<file path="config.mk">
export PLATFORM = sky130hd
export DESIGN_NAME = uart_rx_frame_ctrl
export DESIGN_NICKNAME = d
export VERILOG_FILES = /design/src/rtl/uart_rx_frame_ctrl.sv
export SDC_FILE = /design/constraint.sdc
export NUM_CORES = 1
export LEC_CHECK = 0
export ABC_AREA = 1
export CORE_MARGIN = 3
export CORE_UTILIZATION = 34
export CTS_CLUSTER_DIAMETER = 30
export DETAILED_ROUTE_END_ITERATION = 10
export DONT_BUFFER_PORTS = 1
export GPL_TIMING_DRIVEN = 0
export MAX_ROUTING_LAYER = met4
export PLACE_DENSITY = 0.59
export SLEW_MARGIN = 20
export SYNTH_ARGS = -nofsm -noshare
export SYNTH_HDL_FRONTEND = slang
export SYNTH_SLANG_ARGS = --single-unit
</file>
<file path="constraint.sdc">
create_clock -name bclk_in -period 2 [get_ports bclk_in]
set_input_delay 0.6 -clock bclk_in [delete_from_list [all_inputs] [get_ports bclk_in]]
set_output_delay 0.6 -clock bclk_in [all_outputs]
set_load 0.02 [all_outputs]
</file>
<file path="src/rtl/uart_rx_frame_ctrl.sv">
// UART RX frame sequencer: start qualification, shifter handoff, parity/stop sampling, status word push.
// Optional macro UART_RX_FRAME_CTRL_SYNC_EN adds a 2-flop synchronizer on serial_in.
module uart_rx_frame_ctrl #(
   parameter int SHIFT_TIMEOUT = 192
) (
   input  logic        bclk_in,
   input  logic        rstn_in,
   input  logic        enable_in,
   input  logic        osm_sel_in,
   input  logic [1:0]  wls_in,
   input  logic        pen_in,
   input  logic        eps_in,
   input  logic        sp_in,
   input  logic        serial_in,
   output logic        shift_start_out,
   input  logic        shift_done_in,
   input  logic [7:0]  shift_data_in,
   input  logic        fifo_full_in,
   output logic        fifo_wr_out,
   output logic [10:0] fifo_wdata_out,
   output logic        overrun_out,
   output logic        timeout_err_out,
   output logic        busy_out
);

   typedef enum logic [2:0] {
      IDLE, START, WAIT_SHIFT, PARITY, STOP, PUSH, BRK_WAIT
   } state_t;

   localparam logic [7:0] TMO_LAST = 8'(SHIFT_TIMEOUT - 1);

   state_t     state_q, state_d;
   logic [7:0] cnt_q;
   logic       osm_q, pen_q, eps_q, sp_q;
   logic [1:0] wls_q;
   logic [7:0] data_q;
   logic       p_q, stop_q;
   logic       rx;
   logic       at_mid, at_last, start_entry;
   logic       pe, fe, bi, exp_p;
   logic [7:0] data_mask;

`ifdef UART_RX_FRAME_CTRL_SYNC_EN
   logic [1:0] sync_q;
   always_ff @(posedge bclk_in or negedge rstn_in) begin
      if (!rstn_in) sync_q <= 2'b11;
      else          sync_q <= {sync_q[0], serial_in};
   end
   assign rx = sync_q[1];
`else
   assign rx = serial_in;
`endif

   assign at_mid      = (cnt_q == (osm_q ? 8'd6  : 8'd8));
   assign at_last     = (cnt_q == (osm_q ? 8'd12 : 8'd15));
   assign start_entry = (state_q == IDLE) && (state_d == START);
   assign data_mask   = 8'hFF >> (2'd3 - wls_in_q());

   function automatic logic [1:0] wls_in_q();
      return wls_q;
   endfunction

   // Stick parity forces a fixed bit; otherwise the bit completes the selected parity.
   assign exp_p = sp_q ? ~eps_q : (^data_q) ^ ~eps_q;
   assign pe    = pen_q & (p_q != exp_p);
   assign fe    = ~stop_q;
   assign bi    = (data_q == 8'd0) & (~pen_q | ~p_q) & ~stop_q;
   assign busy_out = (state_q != IDLE);

   always_ff @(posedge bclk_in or negedge rstn_in) begin
      if (!rstn_in) begin
         state_q <= IDLE;
         cnt_q   <= '0;
         osm_q   <= 1'b0;
         wls_q   <= '0;
         pen_q   <= 1'b0;
         eps_q   <= 1'b0;
         sp_q    <= 1'b0;
         data_q  <= '0;
         p_q     <= 1'b0;
         stop_q  <= 1'b1;
      end else begin
         state_q <= state_d;
         if (state_d != state_q || state_q == IDLE || state_q == BRK_WAIT)
            cnt_q <= '0;
         else if (state_q != WAIT_SHIFT && at_last)
            cnt_q <= '0;
         else
            cnt_q <= cnt_q + 8'd1;
         if (start_entry) begin
            osm_q <= osm_sel_in;
            wls_q <= wls_in;
            pen_q <= pen_in;
            eps_q <= eps_in;
            sp_q  <= sp_in;
            p_q   <= 1'b0;
         end
         if (state_q == WAIT_SHIFT && shift_done_in)
            data_q <= shift_data_in & data_mask;
         if (state_q == PARITY && at_mid)
            p_q <= rx;
         if (state_q == STOP && at_mid)
            stop_q <= rx;
      end
   end

   always_comb begin
      state_d         = state_q;
      shift_start_out = 1'b0;
      fifo_wr_out     = 1'b0;
      fifo_wdata_out  = '0;
      overrun_out     = 1'b0;
      timeout_err_out = 1'b0;
      case (state_q)
         IDLE:
            if (!rx) state_d = START;
         START:
            if (at_mid && rx) state_d = IDLE;
            else if (at_last) begin
               shift_start_out = 1'b1;
               state_d         = WAIT_SHIFT;
            end
         WAIT_SHIFT:
            // done has priority over a same-cycle timeout
            if (shift_done_in) state_d = pen_q ? PARITY : STOP;
            else if (cnt_q == TMO_LAST) begin
               timeout_err_out = 1'b1;
               state_d         = IDLE;
            end
         PARITY:
            if (at_last) state_d = STOP;
         STOP:
            if (at_mid) state_d = PUSH;
         PUSH: begin
            if (fifo_full_in) overrun_out = 1'b1;
            else begin
               fifo_wr_out    = 1'b1;
               fifo_wdata_out = {bi, fe, pe, data_q};
            end
            state_d = bi ? BRK_WAIT : IDLE;
         end
         BRK_WAIT:
            if (rx) state_d = IDLE;
         default:
            state_d = IDLE;
      endcase
      if (!enable_in) begin
         state_d         = IDLE;
         shift_start_out = 1'b0;
         fifo_wr_out     = 1'b0;
         fifo_wdata_out  = '0;
         overrun_out     = 1'b0;
         timeout_err_out = 1'b0;
      end
   end

endmodule
</file>
==> impl_metrics.json <==
{
  "initial_core_util_pct": 36.1,
  "crit_end": "fifo_wdata_out[8]",
  "ios": 36,
  "cts_buffers": 3,
  "report.final.hold_viol_count": 0,
  "cts_tree": "yes",
  "first_pass_iters": 4,
  "grt-ovfl-total": 0,
  "core-area_um2": 4850,
  "viasPerCell": 4.84,
  "fin_worst_skew_ns": 0.00234,
  "first_global_vias": 1573,
  "dieArea_um2": 6050,
  "synthesis.nets": 257,
  "syn_inst": 232,
  "max_slew.worst_pin.slew_ns": 0.726,
  "placed_area_um2": 1850,
  "yosysWarningCount": 0,
  "reg2reg_from": "state_q[0]",
  "vias": 1640,
  "power_density_nw_per_um2": 542,
  "cp-start-kind": "flip-flop",
  "fillers": 453,
  "ant_nets": 0,
  "hpwl_um": 3030,
  "fmax_ghz": 0.417,
  "synth_area_leader_cell": "dfrtp_1",
  "clockBufferDepth": 2,
  "p_total_mw": 1.31,
  "area_delta_synth_final_pct": 37.9,
  "maxCapViolCount": 0,
  "hold_class": "in2async",
  "drt_wl_total_um": 4740,
  "ff2ff_setup_slack_ns": 0.07,
  "gp_congestion": 0.881,
  "rows": 25,
  "grt_max_degree": 17,
  "p_leak_nw": 1.09,
  "drt_iter0_markers": 106,
  "synth_area_leaders": "dfrtp_1 37%, nand2_1 12%, nor3_2 5.7%, nor2_1 5.6%, inv_1 5.4%",
  "reg2reg_depth": 12,
  "crit_start": "data_q[6]",
  "layout-drive-gt1-share_pct": 43.8,
  "drv_slew": 0,
  "rsz0062_at_grt": "true",
  "timing.final.crit_share_pct": 120,
  "peakVddDrop_v": 0.000277,
  "grt_antenna_before_repair": 0,
  "critical_path_class": "reg2out",
  "seq_area_frac_synth_pct": 38.7,
  "status": "finished, violations left",
  "r2r-end": "data_q[0]",
  "yosys_register_bits": 27,
  "wl_per_cell_um": 14.0,
  "syn_area_per_cell_um2": 7.54,
  "fin_ws_ns": -0.396,
  "synth_top_area_share_pct": 37.2,
  "cts_max_level": 1,
  "path_clk_slew_ns": 0.10,
  "slew_headroom_pct": 51.5,
  "nets": 298,
  "ys_types": 27,
  "clk_latency_ns": 0.28,
  "grt_pass1_wl_um": 7710,
  "crit_path_end_kind": "primary output",
  "fin_area_um2": 2410,
  "die_w_um": 77.8,
  "worstPathRequired_ns": 1.40,
  "final.min_clock_period_ns": 2.40,
  "cts_root_buffer": "clkbuf_8",
  "drcViolationCount": 0,
  "critical_path.max_fanout": 3,
  "io_buffer_count": 0,
  "violations": "negative setup slack",
  "cp.arrival_ns": 1.80,
  "dieHeight_um": 77.8,
  "synth_area_um2": 1750,
  "setup_viol": 14,
  "antenna_cells": 0,
  "fin_setup_tns_ns": -3.94,
  "fin_util_pct": 49.8,
  "grt.total_usage_pct": 16.5,
  "cts.sinks": 27
}
## sequential cells by signal (all words and copies together) (netlist names)
signal,flops
pen_q,1
eps_q,1
state_q,3
cnt_q,8
p_q,1
stop_q,1
sp_q,1
wls_q,2
data_q,8
osm_q,1
## power breakdown
part           internal, mW  total [mW]  switching (mW)
registers             0.592       0.631          0.0387
logic                 0.149       0.350           0.200
clock network         0.142       0.328           0.186
## worst min-delay path by stage
stage	from	endpoint	slack (ns)
floorplan	rstn_in	cnt_q[0]	0.30
global placement	rstn_in	cnt_q[6]	0.31
CTS	rstn_in	stop_q	0.15
global route	rstn_in	stop_q	0.14
detailed placement	rstn_in	cnt_q[6]	0.31
finish	rstn_in	stop_q	0.15
## worst max-delay path, stage by stage, from the launching register on
cell and delay [ns]:
dfrtp_1 0.38, inv_2 0.09, ha_4 0.21, xnor2_2 0.15
inv_1 0.07, a21oi_1 0.13, o21ai_1 0.09, xor2_1 0.16
and3_4 0.24
## cell type report
type                            count  area [µm²]  area share [%]
Multi-Input combinational cell    169        1160            48.3
Sequential cell                    27         679            28.1
Timing Repair Buffer               35         282            11.7
Inverter                           35         144            5.96
Tap cell                           67        83.8            3.47
Clock buffer                        3        41.3            1.71
Clock inverter                      1        7.51           0.311
Timing Repair inverter              1        6.26           0.259
Buffer                              1        5.00           0.207
## metrics by stage
stage               setup slack [ns]  hold slack [ns]  cells
floorplan                    -0.0466            0.304    232
CTS                           -0.430            0.147    324
global placement              -0.235            0.305    299
global route                  -0.486            0.135    339
finish                        -0.396            0.151    339
detailed placement            -0.239            0.305    299
## cell families after synthesis
kind of cell | share of synthesized area [%]
adders and majority gates | 3.57
xor gates and xnor gates | 4.00
AOI/OAI and AO/OA | 4.15
and+or+nand+nor | 41.2
DFF | 38.7
buffers and inverters | 7.79
muxes | 0.643
## layout by cell type (no fill, tap or decap), drive strengths merged
cell / n
buf: 33
nor3: 10
nand4: 7
dfstp: 1
mux2: 1
o211ai: 1
and3: 1
xor2: 7
nor4: 1
a21oi: 3
ha: 5
clkbuf: 3
dlygate4sd3: 3
clkinvlp: 1
nor2: 35
nand3: 20
xnor2: 1
nand3b: 3
dfrtp: 26
o21ai: 10
nand2: 64
inv: 36
## timing repair
item,in CTS,in global routing
setup buffers,17,16
hold endpoints to repair,15,0
hold buffers,3,0
pin swaps,14,11
gates resized for setup,63,10
cloned,1,0
setup endpoints to repair,15,30
## synthesized netlist by cell type (all sizes together)
| library cell | number |
|---|---|
| a21oi | 3 |
| and3 | 1 |
| buf | 1 |
| dfrtp | 26 |
| dfstp | 1 |
| ha | 5 |
| inv | 35 |
| mux2 | 1 |
| nand2 | 64 |
| nand3 | 20 |
| nand3b | 3 |
| nand4 | 7 |
| nor2 | 35 |
| nor3 | 10 |
| nor4 | 1 |
| o211ai | 1 |
| o21ai | 10 |
| xnor2 | 1 |
| xor2 | 7 |
## routing by layer
metal / share of wire [%] / wire length, µm / track usage (%)
met1: 43 / 2050 / 21.0
met5: 0 / 0 / -
met4: 1.3 / 63 / 4.80
met2: 52 / 2450 / 27.2
met3: 3.6 / 172 / 2.55
Note: power is estimated with default switching activity, not from simulation.
